File: src/rtl/muldiv_unit_if.sv
// muldiv_unit_if: operand/command and result/status signals of the multiply-divide unit.
interface muldiv_unit_if #(parameter int XLEN = 32);
    logic            start;
    logic [1:0]      op;
    logic [XLEN-1:0] rs_data;
    logic [XLEN-1:0] rt_data;
    logic            hi_we;
    logic            lo_we;
    logic [XLEN-1:0] wdata;
    logic            busy;
    logic            done;
    logic [XLEN-1:0] hi;
    logic [XLEN-1:0] lo;
    modport master (output start, op, rs_data, rt_data, hi_we, lo_we, wdata,
                    input  busy, done, hi, lo);
    modport slave  (input  start, op, rs_data, rt_data, hi_we, lo_we, wdata,
                    output busy, done, hi, lo);
endinterface

File: src/rtl/muldiv_unit.sv
// muldiv_unit: iterative MIPS-style HI/LO multiply/divide, one shift-add or restoring
// divide step per cycle, signs handled as magnitudes plus a final correction cycle.
module muldiv_unit #(parameter int XLEN = 32) (
    input logic          clk,
    input logic          rst,
    muldiv_unit_if.slave bus
);
    localparam int CW = $clog2(XLEN + 1);
    typedef enum logic [1:0] {IDLE, CALC, FIX} state_t;
    state_t            state_q, state_d;
    logic [CW-1:0]     cnt_q, cnt_d;
    logic              div_q, div_d, sgn_p_q, sgn_p_d, sgn_r_q, sgn_r_d, div0_q, div0_d;
    logic              done_q, done_d;
    logic [XLEN-1:0]   b_q, b_d, hi_q, hi_d, lo_q, lo_d;
    logic [2*XLEN-1:0] w_q, w_d;
    logic              a_neg, b_neg, ok;
    logic [XLEN-1:0]   a_mag, b_mag, quo, rem, r_new;
    logic [XLEN:0]     sum, sh, diff;
    logic [2*XLEN-1:0] prod;
    assign a_neg = bus.op[0] & bus.rs_data[XLEN-1];
    assign b_neg = bus.op[0] & bus.rt_data[XLEN-1];
    assign a_mag = a_neg ? -bus.rs_data : bus.rs_data;
    assign b_mag = b_neg ? -bus.rt_data : bus.rt_data;
    // w_q holds {partial product, multiplier} or {partial remainder, dividend/quotient}
    assign sum   = {1'b0, w_q[2*XLEN-1:XLEN]} + {1'b0, w_q[0] ? b_q : {XLEN{1'b0}}};
    assign sh    = {w_q[2*XLEN-1:XLEN], w_q[XLEN-1]};
    assign diff  = sh - {1'b0, b_q};
    assign ok    = ~diff[XLEN];
    assign r_new = ok ? diff[XLEN-1:0] : sh[XLEN-1:0];
    assign quo   = w_q[XLEN-1:0];
    assign rem   = w_q[2*XLEN-1:XLEN];
    assign prod  = sgn_p_q ? -w_q : w_q;
    always_comb begin
        state_d = state_q;
        cnt_d   = cnt_q;
        div_d   = div_q;
        sgn_p_d = sgn_p_q;
        sgn_r_d = sgn_r_q;
        div0_d  = div0_q;
        b_d     = b_q;
        w_d     = w_q;
        hi_d    = hi_q;
        lo_d    = lo_q;
        done_d  = 1'b0;
        case (state_q)
            IDLE: begin
                if (bus.start) begin
                    state_d = CALC;
                    cnt_d   = CW'(XLEN);
                    div_d   = bus.op[1];
                    sgn_p_d = a_neg ^ b_neg;
                    sgn_r_d = a_neg;
                    div0_d  = bus.op[1] & (bus.rt_data == '0);
                    b_d     = bus.op[1] ? b_mag : a_mag;
                    w_d     = {{XLEN{1'b0}}, bus.op[1] ? a_mag : b_mag};
                end else begin
                    hi_d = bus.hi_we ? bus.wdata : hi_q;
                    lo_d = bus.lo_we ? bus.wdata : lo_q;
                end
            end
            CALC: begin
                w_d     = div_q ? {r_new, w_q[XLEN-2:0], ok} : {sum, w_q[XLEN-1:1]};
                cnt_d   = cnt_q - 1'b1;
                state_d = (cnt_q == CW'(1)) ? FIX : CALC;
            end
            FIX: begin
                state_d = IDLE;
                done_d  = 1'b1;
                // a zero divisor leaves |A| as remainder, so only the quotient needs forcing
                lo_d    = div_q ? (div0_q ? {XLEN{1'b1}} : (sgn_p_q ? -quo : quo)) : prod[XLEN-1:0];
                hi_d    = div_q ? (sgn_r_q ? -rem : rem) : prod[2*XLEN-1:XLEN];
            end
            default: state_d = IDLE;
        endcase
    end
    always_ff @(posedge clk or negedge rst) begin
        if (!rst) begin
            state_q <= IDLE;
            cnt_q   <= '0;
            div_q   <= 1'b0;
            sgn_p_q <= 1'b0;
            sgn_r_q <= 1'b0;
            div0_q  <= 1'b0;
            done_q  <= 1'b0;
            b_q     <= '0;
            w_q     <= '0;
            hi_q    <= '0;
            lo_q    <= '0;
        end else begin
            state_q <= state_d;
            cnt_q   <= cnt_d;
            div_q   <= div_d;
            sgn_p_q <= sgn_p_d;
            sgn_r_q <= sgn_r_d;
            div0_q  <= div0_d;
            done_q  <= done_d;
            b_q     <= b_d;
            w_q     <= w_d;
            hi_q    <= hi_d;
            lo_q    <= lo_d;
        end
    end
    assign bus.busy = (state_q != IDLE);
    assign bus.done = done_q;
    assign bus.hi   = hi_q;
    assign bus.lo   = lo_q;
endmodule

File: src/flat_wrapper.sv
// flat-port wrapper written by rule: the top's interface ports become plain ports
module muldiv_unit_flat 
#(parameter int XLEN = 32)
  (clk, rst, bus_start, bus_op, bus_rs_data, bus_rt_data, bus_hi_we, bus_lo_we, bus_wdata, bus_busy, bus_done, bus_hi, bus_lo);
  muldiv_unit_if #(.XLEN(XLEN)) bus_i ();
  input logic clk;
  input logic rst;
  input wire logic [$bits(bus_i.start)-1:0] bus_start;
  input wire logic [$bits(bus_i.op)-1:0] bus_op;
  input wire logic [$bits(bus_i.rs_data)-1:0] bus_rs_data;
  input wire logic [$bits(bus_i.rt_data)-1:0] bus_rt_data;
  input wire logic [$bits(bus_i.hi_we)-1:0] bus_hi_we;
  input wire logic [$bits(bus_i.lo_we)-1:0] bus_lo_we;
  input wire logic [$bits(bus_i.wdata)-1:0] bus_wdata;
  output wire logic [$bits(bus_i.busy)-1:0] bus_busy;
  output wire logic [$bits(bus_i.done)-1:0] bus_done;
  output wire logic [$bits(bus_i.hi)-1:0] bus_hi;
  output wire logic [$bits(bus_i.lo)-1:0] bus_lo;
  assign bus_i.start = bus_start;
  assign bus_i.op = bus_op;
  assign bus_i.rs_data = bus_rs_data;
  assign bus_i.rt_data = bus_rt_data;
  assign bus_i.hi_we = bus_hi_we;
  assign bus_i.lo_we = bus_lo_we;
  assign bus_i.wdata = bus_wdata;
  assign bus_busy = bus_i.busy;
  assign bus_done = bus_i.done;
  assign bus_hi = bus_i.hi;
  assign bus_lo = bus_i.lo;
  muldiv_unit #(.XLEN(XLEN)) u_core (.clk(clk), .rst(rst), .bus(bus_i));
endmodule
File: config.mk
export PLATFORM = sky130hd
export DESIGN_NAME = muldiv_unit_flat
export DESIGN_NICKNAME = d
export VERILOG_FILES = /design/src/rtl/muldiv_unit_if.sv /design/src/rtl/muldiv_unit.sv /design/src/flat_wrapper.sv
export SDC_FILE = /design/constraint.sdc
export NUM_CORES = 1
export LEC_CHECK = 0
export ABC_CLOCK_PERIOD_IN_PS = 6600
export CAP_MARGIN = 20
export CORE_UTILIZATION = 50
export DETAILED_ROUTE_END_ITERATION = 12
export GPL_TIMING_DRIVEN = 0
export PLACE_DENSITY = 0.78
export RECOVER_POWER = 25
export SYNTH_ARGS = -nofsm -noshare
export SYNTH_HDL_FRONTEND = slang
export SYNTH_SLANG_ARGS = --single-unit
File: constraint.sdc
create_clock -name clk -period 6.6 [get_ports clk]
set_input_delay 0.66 -clock clk [delete_from_list [all_inputs] [get_ports clk]]
set_output_delay 0.66 -clock clk [all_outputs]
set_load 0.05 [all_outputs]
==> out/results.tsv, run 1 <==
stage	metric	value	unit
outcome	status	complete, but fails checks	
outcome	failing checks	capacitance limit, slew limit	
critical_path	Worst Path Buf+Inv	4	
route	DRC violations left	0	
finish	share of layout cells above drive strength 1	0.0331	
critical_path	CP Max Fanout	10	
sta	Setup WS post-layout	2200	ps
grt	initial antenna violation count	0	
sta	final setup vio count	0	
route	vias per inst	6.47	
synth	synth unique cells	76	
clock_network	CTS max path bufs	2	
power_and_ir_drop	VDD IR max	0.000271	V
route	average wire per cell in the routed design	23.2	um
floorplanning	Starting Density	0.510	
placement	Detail Placement HPWL	46.4	mm
finish	fillers	2679	
synth	Syn Area/Cell	7.92	um2
sta	count of final max-slew check failures	72	
route	drt first pass iters	6	
grt	vias in the first global route	15400	
clock_network	Setup Buffers After CTS	0	
worst_hold_path	Worst Hold Depth	2	
synth	number of synthesized flops with an enable pin	0	
power_and_ir_drop	clock share of power	0.099	
synth	Synth area leaders	dfrtp_1 (29%), o21ai_0 (6.8%), xnor2_1 (6.1%)	
synth	warnings from Yosys	0	
critical_path	Worst Setup End Kind	register	
placement	PortBufs	168	
placement	GPL Wtd Cong	1.09	
critical_path	max incr delay on CP	450	ps
power_and_ir_drop	sequential share of power	0.209	
grt	largest net degree at the start of global routing	103	
synth	dominant synthesized flop cell	dfrtp_1	
sta	Total Neg Setup Slack	0	ps
critical_path	FF-to-FF Start	u_core.w_q[31]	
sta	Clock Skews	12.0	ps
route	Routed WL	58.1	mm
critical_path	Req. time, crit path	6890	ps
sta	Slew @ Worst Pin	4190	ps
critical_path	cell chain of the critical path	clkbuf_1, inv_1, ha_1, fa_1, nor2b_1, o2111ai_1, and2_1, o211ai_1, a21o_1, a31oi_1, xnor2_1, buf_2, buf_2, mux2i_1, o221ai_1	
synth	syn_nets	2089	
placement	Post-Place Worst Slack	2260	ps
floorplanning	total die area	0.0310	mm2
worst_hold_path	min-delay src	u_core.bus.lo[26]	
clock_network	CTS sink count	173	
grt	wire length of the first global-routing pass	88.8	mm
synth	synthesized flop and latch total	173	
worst_hold_path	Worst Hold Path EP	u_core.bus.lo[26]	
critical_path	RR Endpoint	u_core.w_q[45]	
critical_path	Critical Path Slowest Stage Cell	clkbuf_1	
floorplanning	chip height	176	um
clock_network	H-tree levels	4	
critical_path	FF-to-FF path depth	15	
synth	Synth async-reset ratio	1.00	
floorplanning	num rows	63	
critical_path	crit path launch type	register	
synth	top post-synthesis cells by count	nand2_1 (207), o21ai_0 (206), dfrtp_1 (173), a21oi_1 (152), nor2_1 (127)	
sta	max frequency	227	MHz
worst_hold_path	Hold Path Class	register to register	
synth	Synth area leader	dfrtp_1	
sta	final worst path period need	4400	ps
synth	post-synthesis cell count	1914	
power_and_ir_drop	switching power total	5.81	mW
critical_path	critical path class	register to register	
job	Max Cap Viol	1	
floorplanning	# IOs	169	
critical_path	cell repeated most along the worst path	buf_2	
grt	GR Util All Layers	0.372	
sta	Slew HR	-1.80	
finish	Area Growth Syn to Fin	18.5	%
route	total number of vias	16200	
synth	Seq/Total Area, Yosys	0.286	
clock_network	CTS tree	yes	
critical_path	CP top delay family	buffers and inverters	
critical_path	crit path DAT	4690	ps
floorplanning	Core Region	0.0297	mm2
sta	WHS	482	ps
clock_network	# resized after CTS	0	
floorplanning	Die Wd	176	um
critical_path	crit path from	u_core.w_q[31]	
power_and_ir_drop	combinational power share	0.692	
sta	Tcrit/Tclk final	0.667	
clock_network	hold buffer count at cts	0	
finish	fin nets	2277	
synth	Synth top area share	0.286	
route	DRT iter0 DRCs	1682	
clock_network	clk root buf	clkbuf_16	
sta	count of final hold-check violations	0	
power_and_ir_drop	Power Dens Cells	593	mW/mm2
power_and_ir_drop	Leak	7.18	nW
critical_path	R2R setup slack	2200	ps
clock_network	clock buffer count from CTS	17	
power_and_ir_drop	Int Pwr	4.83	mW
clock_network	clock transition at the registers of the reported paths	80	ps
finish	diode count	0	
route	ANT nets after route	0	
sta	RSZ-0062 raised after global routing	no	
synth	Syn Std Cell Area	0.0152	mm2
clock_network	clk_lat worst skew	450	ps
power_and_ir_drop	Net Sw Frac	0.546	
grt	GR Overflow Total	0	
synth	most common cell in the synthesized netlist	nand2_1	
## metrics by stage
step / cell area, um2 / total power, mW / utilization / instances
2_1_floorplan: 15200 / 7.15 / - / 1914
3_3_place_gp: 17300 / 9.23 / 0.583 / 2472
3_5_place_dp: 17400 / 9.38 / 0.584 / 2473
4_1_cts: 18000 / 10.5 / 0.604 / 2505
5_1_grt: 17900 / 11.3 / 0.604 / 2505
6_report: 17900 / 10.6 / 0.604 / 2505
## layout by cell type (no fill, tap or decap), drive strengths merged, types with 74 or more instances in the layout
master / count
clkbuf: 116
nor2: 127
a21oi: 152
inv: 74
xnor2: 105
clkdlybuf4s50: 167
nand2: 207
mux2i: 78
dfrtp: 173
o21ai: 214
## sequential cells by signal (all words and copies together), names as in the netlist
signal / count
u_core.w_q: 64
u_core.b_q: 32
u_core.bus.hi: 32
u_core.bus.lo: 32
u_core.cnt_q: 6
u_core.state_q: 2
u_core.bus.done: 1
u_core.div0_q: 1
u_core.div_q: 1
u_core.sgn_p_q: 1
u_core.sgn_r_q: 1
## worst max-delay path by stage
stage	end	cells past startpoint
5_1_grt	u_core.b_q[21]	1
6_report	u_core.w_q[45]	15
3_5_place_dp	u_core.w_q[45]	15
2_1_floorplan	u_core.w_q[45]	15
3_3_place_gp	u_core.b_q[13]	1
4_1_cts	u_core.w_q[45]	15
## layer usage
layer | up-vias | track usage | share of wire
met5 | - | 0 | 0
met4 | 0 | 0.192 | 0.052
met3 | 158 | 0.0579 | 0.087
met2 | 891 | 0.582 | 0.45
met1 | 7789 | 0.496 | 0.41
li1 | 7365 | - | -
## cells by family after synthesis
kind of cell / count (synthesis) / synth area share
mux: 81 / 0.0538
fa+ha+maj: 72 / 0.0605
flops: 173 / 0.286
xor+xnor: 171 / 0.0989
simple gates: 576 / 0.186
compound gates: 654 / 0.268
buf+inv: 187 / 0.0473
## worst min-delay path, delay by kind of cell, from the launching register on
kind | cells | cell delay [ps]
AO/OA/AOI/OAI | 1 | 60
flip-flops | 1 | 350
AND/OR/NAND/NOR | 1 | 40
## power groups by stage
stage	sequential, mW	clock (mW)	combinational, mW
after floorplan	2.63	0	4.52
after global placement	2.18	0	7.05
after detailed placement	2.20	0	7.19
after CTS	2.19	1.05	7.22
after global routing	2.26	1.10	7.94
final	2.23	1.06	7.36
## final cells by class
type	count	area, um2	share of cell area
Multi-Input combinational cell	1554	10100	0.563
Sequential cell	173	4330	0.241
Timing Repair Buffer	169	1700	0.0949
Tap cell	390	488	0.0272
Buffer	121	469	0.0261
Clock buffer	18	439	0.0245
Inverter	66	248	0.0138
Clock inverter	14	163	0.00906
(Power assumes the default switching activity.)
==> run 2: changes to the inputs <==
--- a/config.mk
+++ b/config.mk
@@ -5,12 +5,12 @@
 export SDC_FILE = /design/constraint.sdc
 export NUM_CORES = 1
 export LEC_CHECK = 0
-export ABC_CLOCK_PERIOD_IN_PS = 6600
+export ABC_CLOCK_PERIOD_IN_PS = 3600
 export CAP_MARGIN = 20
 export CORE_UTILIZATION = 50
 export DETAILED_ROUTE_END_ITERATION = 12
 export GPL_TIMING_DRIVEN = 0
-export PLACE_DENSITY = 0.78
+export PLACE_DENSITY = 0.81
 export RECOVER_POWER = 25
 export SYNTH_ARGS = -nofsm -noshare
 export SYNTH_HDL_FRONTEND = slang
==> constraint.sdc (replaced) <==
create_clock -name clk -period 3.6 [get_ports clk]
set_input_delay 0.36 -clock clk [delete_from_list [all_inputs] [get_ports clk]]
set_output_delay 0.36 -clock clk [all_outputs]
set_load 0.05 [all_outputs]
==> run 2 against run 1 <==
The run still ends with capacitance limit, slew limit left. Die area stayed put. First-iteration DRC count rose by 21%. Largest cell class unchanged. Clock-buffer cell count did not move. Critical path depth fell by 2. Combinational power grew 90%. Power rose by 87%. Core utilization is 0.81 points higher.
==> out/results.tsv, run 2 (synthesis gave the netlist of run 1 again) <==
stage	metric	value	unit	change
floorplanning	# IOs	169		unchanged
grt	GR Util All Layers	0.364		-0.00792
grt	largest net degree at the start of global routing	93		-9.7%
worst_hold_path	Hold Path Class	register to register		
critical_path	max incr delay on CP	510	ps	+60 ps
route	average wire per cell in the routed design	22.5	um	-3.1%
clock_network	clock transition at the registers of the reported paths	80	ps	about the same
placement	PortBufs	168		unchanged
critical_path	cell chain of the critical path	ha_1, a21oi_4, o211ai_1, a21oi_1, o211ai_1, buf_4, a21o_1, a31oi_1, xnor2_2, buf_6, buf_8, mux2i_2, o221ai_1		
outcome	status	complete, but fails checks		
clock_network	clk root buf	clkbuf_16		
critical_path	cell repeated most along the worst path	o211ai_1		
route	Routed WL	56.6	mm	-2.6%
finish	fin nets	2290		+0.57%
clock_network	CTS max path bufs	2		unchanged
critical_path	crit path launch type	register		
sta	count of final max-slew check failures	92		+28%
critical_path	Req. time, crit path	3900	ps	-2990 ps
floorplanning	Die Wd	176	um	unchanged
power_and_ir_drop	Leak	7.27	nW	+1.3%
clock_network	CTS sink count	173		unchanged
grt	initial antenna violation count	0		unchanged
sta	RSZ-0062 raised after global routing	no		
placement	placed instance count	2473		unchanged
grt	GR Overflow Total	0		unchanged
route	vias per inst	6.46		about the same
sta	max frequency	286	MHz	+26%
sta	Clock Skews	12.4	ps	+0.412 ps
sta	Slew HR	-0.599		+1.20
route	drt first pass iters	6		unchanged
finish	Area Growth Syn to Fin	20.1	%	
finish	Top reg by flops	u_core.w_q		
clock_network	CTS tree	yes		
floorplanning	Starting Density	0.510		unchanged
power_and_ir_drop	VDD IR max	0.000547	V	+100%
placement	Placement Cell Area	0.0174	mm2	unchanged
floorplanning	Core Region	0.0297	mm2	unchanged
power_and_ir_drop	Power Dens Cells	1090	mW/mm2	+85%
route	DRT iter0 DRCs	2037		+21%
finish	final instance area	0.0182	mm2	+1.3%
grt	vias in the first global route	15400		-0.30%
sta	Tcrit/Tclk final	0.972		+0.305
sta	count of final hold-check violations	0		unchanged
clock_network	H-tree levels	4		unchanged
finish	max FFs per register	64		unchanged
route	DRC violations left	0		unchanged
sta	final worst path period need	3500	ps	-901 ps
finish	Post-Route Utilization	0.612		+0.00813
critical_path	CP top delay family	compound AO/OA/AOI/OAI gates		
clock_network	clock buffer count from CTS	17		unchanged
finish	share of layout cells above drive strength 1	0.0517		+0.0186
route	top routing layer in use	met4		
sta	Slew @ Worst Pin	2400	ps	-1800 ps
critical_path	Critical Path Slowest Stage Cell	dfrtp_2		
sta	final setup vio count	0		unchanged
floorplanning	chip height	176	um	unchanged
finish	most frequent cells in the layout	nand2_1 (207), o21ai_0 (203), clkdlybuf4s50_1 (167), dfrtp_1 (167), a21oi_1 (150)		
floorplanning	num rows	63		unchanged
floorplanning	total die area	0.0310	mm2	unchanged
critical_path	crit path DAT	3800	ps	-890 ps
job	Max Cap Viol	1		unchanged
placement	Detail Placement HPWL	44.6	mm	-3.9%
finish	fillers	2576		-3.8%
finish	fin cells	2518		+0.52%
finish	diode count	0		unchanged
grt	wire length of the first global-routing pass	87.1	mm	-1.9%
critical_path	Worst Setup End Kind	register		
route	metal2 WL	24.6	mm	-5.6%
critical_path	critical path class	register to register		
critical_path	Worst Path Buf+Inv	3		-1
clock_network	clk_lat worst skew	450	ps	about the same
route	ANT nets after route	0		unchanged
outcome	failing checks	capacitance limit, slew limit		
placement	GPL Wtd Cong	1.07		-1.2%
route	total number of vias	16300		+0.46%
route	DRT met1 WL	23.2	mm	-3.2%
finish	commonest non-fill, non-tap cell in the layout	nand2_1		
route	met3 wire length	5.68	mm	+12%
critical_path	CP Max Fanout	10		unchanged
run 2: cell count changes in the layout (fill, tap and decap cells not counted), moves of 3 or more:
cell      change
dfrtp_2       +6
clkbuf_1      -5
buf_4        +16
buf_2         -4
o21ai_0       -3
a311oi_1      -3
a311oi_2      +3
dfrtp_1       -6
run 2: final cells by class:
type / instances / area (um2) / area share
repair buffers: 184 / 1820 / 0.100
inverters: 66 / 248 / 0.0136
multi-input cells: 1554 / 10200 / 0.561
well taps: 390 / 488 / 0.0268
clock buffers: 18 / 429 / 0.0236
flip-flops and latches: 173 / 4340 / 0.238
clock inverters: 14 / 168 / 0.00922
plain buffers: 119 / 495 / 0.0272
run 2: timing repair:
item | CTS | global route
endpoints found under the setup margin | 43 | 41
pin swaps | 2 | 6
gates resized for setup | 20 | 25
setup buffers | 3 | 11
hold buffers | 1 | 0
hold endpoints to repair | 80 | 0
cloned | 0 | 0
run 2: final timing paths:
path	from	to	slack, ps	cells after the start
min in group asynchronous	rst	u_core.bus.lo[18]	1170	2
setup / recovery	u_core.w_q[41]	u_core.w_q[45]	100	13
max in group asynchronous	rst	u_core.w_q[44]	780	2
hold reg to reg	u_core.bus.lo[26]	u_core.bus.lo[26]	480	2
setup reg to reg	u_core.w_q[41]	u_core.w_q[45]	100	13
hold / removal	u_core.bus.lo[26]	u_core.bus.lo[26]	480	2
run 2: per-stage QoR:
step | setup WS [ps] | total power [mW] | TNS, ps | hold WS, ps
finish | 101 | 19.9 | 0 | 481
global route | 5.72 | 21.1 | 0 | 506
CTS | 32.0 | 19.2 | 0 | 486
detailed placement | -849 | 17.1 | -23230 | 411
global placement | -4850 | 16.8 | -857890 | 464
floorplan | 322 | 13.1 | 0 | 64.4
run 2: per-layer routing:
metal / up-vias / track usage
li1: 7387 / -
met1: 7699 / 0.487
met2: 1007 / 0.555
met3: 185 / 0.0743
met4: 0 / 0.188
met5: - / 0
run 2: power by group:
part | leakage, nW | switching, mW | total, mW | internal [mW]
Clock | 0.290 | 0.951 | 1.89 | 0.941
Combinational | 4.89 | 8.65 | 14.0 | 5.31
Sequential | 2.09 | 1.15 | 4.06 | 2.91
run 2: worst register-to-register path, cell delays in order, from the launching register on:
cell	delay, ps
dfrtp_2	510
ha_1	430
a21oi_4	240
o211ai_1	200
a21oi_1	250
o211ai_1	130
buf_4	170
a21o_1	180
a31oi_1	280
xnor2_2	200
buf_6	180
buf_8	180
mux2i_2	270
o221ai_1	140
==> run 3: changes to the inputs <==
--- a/config.mk
+++ b/config.mk
@@ -7,10 +7,12 @@
 export LEC_CHECK = 0
 export ABC_CLOCK_PERIOD_IN_PS = 3600
 export CAP_MARGIN = 20
-export CORE_UTILIZATION = 50
+export CELL_PAD_IN_SITES_DETAIL_PLACEMENT = 1
+export CELL_PAD_IN_SITES_GLOBAL_PLACEMENT = 1
+export CORE_UTILIZATION = 39
 export DETAILED_ROUTE_END_ITERATION = 12
 export GPL_TIMING_DRIVEN = 0
-export PLACE_DENSITY = 0.81
+export PLACE_DENSITY = 0.84
 export RECOVER_POWER = 25
 export SYNTH_ARGS = -nofsm -noshare
 export SYNTH_HDL_FRONTEND = slang
==> run 3 against run 2 <==
The flow still finishes with violations (capacitance limit, slew limit). Clock skew is 5.0 ps higher. Routed wire length rose by 17%. Register-to-register slack worse by 30 ps. Worst setup slack lost 34 ps. Hold slack better by 1.3 ps. Cell count grew 5.0%. Core utilization is 13 points lower. Die area rose by 28%. Sequential share of layout area fell by 0.32 points. Critical endpoint is now u_core.w_q[61].
==> out/results.tsv, run 3 (synthesis gave the netlist of run 1 again) <==
stage	metric	value	unit	change
sta	Setup WS post-layout	67.2	ps	-34.1 ps
floorplanning	num rows	71		+13%
route	drt first pass iters	5		-1
floorplanning	# IOs	169		unchanged
grt	GR Overflow Total	0		unchanged
critical_path	max incr delay on CP	500	ps	about the same
critical_path	Req. time, crit path	3930	ps	+30 ps
placement	Post-Place Worst Slack	-764	ps	+84.5 ps
route	ANT nets after route	0		unchanged
route	vias per inst	6.17		-4.5%
clock_network	CTS sink count	173		unchanged
finish	fin cells	2643		+5.0%
route	DRC violations left	0		unchanged
sta	Clock Skews	17.4	ps	+5.00 ps
floorplanning	Starting Density	0.399		-0.110
worst_hold_path	Hold Path Class	register to register		
sta	Tcrit/Tclk final	0.981		+0.00946
critical_path	cell repeated most along the worst path	buf_4		
clock_network	clk_lat worst skew	470	ps	+20 ps
placement	placed instance count	2594		+4.9%
power_and_ir_drop	Int Pwr	9.31	mW	+1.7%
critical_path	CP Max Fanout	10		unchanged
job	Max Cap Viol	1		unchanged
route	DRT iter0 DRCs	1268		-38%
sta	count of final hold-check violations	0		unchanged
power_and_ir_drop	switching power total	11.1	mW	+3.4%
sta	Total Neg Setup Slack	0	ps	unchanged
grt	GR Util All Layers	0.334		-0.0303
finish	share of layout cells above drive strength 1	0.0563		+0.00459
sta	Slew @ Worst Pin	1890	ps	-504 ps
grt	vias in the first global route	16400		+6.5%
route	total number of vias	16300		+0.20%
finish	diode count	0		unchanged
placement	Detail Placement HPWL	52.8	mm	+18%
finish	commonest non-fill, non-tap cell in the layout	nand2_1		
finish	fillers	4678		+82%
finish	Top reg by flops	u_core.w_q		
critical_path	critical path class	register to register		
power_and_ir_drop	Power Dens Cells	1110	mW/mm2	+1.3%
power_and_ir_drop	Leak	7.30	nW	+0.46%
sta	RSZ-0062 raised after global routing	yes		
critical_path	Worst Setup End Kind	register		
critical_path	cell chain of the critical path	inv_2, buf_4, nor2_1, ha_1, o21a_1, o31a_1, buf_4, o21ai_4, o211ai_1, buf_4, a311oi_2, buf_4, nor4_4, or4_4, a21oi_2, a221oi_1		
power_and_ir_drop	sequential share of power	0.199		-0.005
sta	final worst path period need	3530	ps	+34.1 ps
outcome	status	complete, but fails checks		
finish	Area Growth Syn to Fin	21.6	%	
finish	multi-input gate area in the final layout	0.0102	mm2	+0.38%
finish	most frequent cells in the layout	nand2_1 (207), o21ai_0 (203), dfrtp_1 (170)		
sta	count of final max-slew check failures	70		-24%
critical_path	crit path launch type	register		
critical_path	R2R setup slack	70	ps	-30 ps
clock_network	CTS tree	yes		
clock_network	H-tree levels	4		unchanged
floorplanning	Die Wd	199	um	+13%
critical_path	crit path DAT	3860	ps	+60 ps
finish	final instance area	0.0184	mm2	+1.3%
grt	wire length of the first global-routing pass	99.4	mm	+14%
grt	largest net degree at the start of global routing	105		+13%
finish	Register Area	0.00433	mm2	about the same
power_and_ir_drop	combinational power share	0.703		+0.002
placement	Placement Cell Area	0.0175	mm2	+0.87%
route	average wire per cell in the routed design	25.0	um	+11%
sta	final setup vio count	0		unchanged
finish	fin nets	2294		+0.17%
clock_network	CTS max path bufs	2		unchanged
power_and_ir_drop	VDD IR max	0.000439	V	-20%
floorplanning	Core Region	0.0379	mm2	+28%
route	Routed WL	66.2	mm	+17%
clock_network	clk root buf	clkbuf_16		
sta	WHS	482	ps	+1.26 ps
sta	Slew HR	-0.263		+0.336
floorplanning	total die area	0.0396	mm2	+28%
clock_network	clock buffer count from CTS	17		unchanged
outcome	failing checks	capacitance limit, slew limit		
placement	GPL Wtd Cong	1.00		-6.5%
floorplanning	chip height	199	um	+13%
placement	PortBufs	168		unchanged
power_and_ir_drop	Net Sw Frac	0.544		+0.00433
grt	initial antenna violation count	2		+2
finish	Post-Route Utilization	0.486		-0.126
power_and_ir_drop	total power	20.4	mW	+2.6%
sta	max frequency	283	MHz	-0.96%
clock_network	clock transition at the registers of the reported paths	70	ps	about the same
critical_path	Critical Path Slowest Stage Cell	dfrtp_2		
power_and_ir_drop	clock share of power	0.098		+0.003
finish	max FFs per register	64		unchanged
run 3: changes by cell type in the layout (fill, tap and decap cells not counted), moves of 4 or more:
cell,change
buf_4,+5
a21oi_2,+4
clkinv_8,-4
clkinvlp_4,+4
run 3: path summary, 6_finish.rpt:
kind	start	cells after the start	to
max reg2reg	u_core.w_q[0]	16	u_core.w_q[61]
max in group asynchronous	rst	3	u_core.w_q[31]
min reg2reg	u_core.b_q[13]	2	u_core.b_q[13]
max	u_core.w_q[0]	16	u_core.w_q[61]
min in group asynchronous	rst	2	u_core.bus.lo[19]
min	u_core.b_q[13]	2	u_core.b_q[13]
run 3: critical path, delay by kind of cell (launching register included):
kind | cells | cell delay [ps]
flip-flops | 1 | 500
buffers and inverters | 5 | 870
AND/OR/NAND/NOR | 3 | 560
AO/OA/AOI/OAI | 7 | 1150
adder cells (fa/ha/maj) | 1 | 330
run 3: power by group through the flow:
stage          clock network (mW)  logic (mW)  registers [mW]
4_1_cts                      2.01        13.8            4.04
3_3_place_gp                    0        13.2            4.00
5_1_grt                      2.09        15.3            4.14
2_1_floorplan                   0        8.28            4.82
3_5_place_dp                    0        13.6            4.05
6_report                     2.00        14.4            4.07
run 3: final cells by class:
type | count | area share
well taps | 511 | 0.0347
clock inverters | 13 | 0.00876
repair buffers | 188 | 0.100
flip-flops and latches | 173 | 0.235
inverters | 66 | 0.0134
plain buffers | 119 | 0.0268
clock buffers | 19 | 0.0246
multi-input cells | 1554 | 0.556
run 3: metal layers:
metal  vias to the layer above  GRT usage  wire length (um)
met5                         -          0                38
met4                         4      0.147              2930
met1                      8250      0.440             28800
met3                       139     0.0501              3570
met2                       534      0.541             30800
li1                       7383          -                 -
run 3: repair_timing:
item,CTS,global route
pin swaps,6,6
hold buffers,1,0
setup endpoints to repair,50,37
cloned,0,0
endpoints found under the hold margin,69,0
setup buffers,7,11
resized for setup,22,31
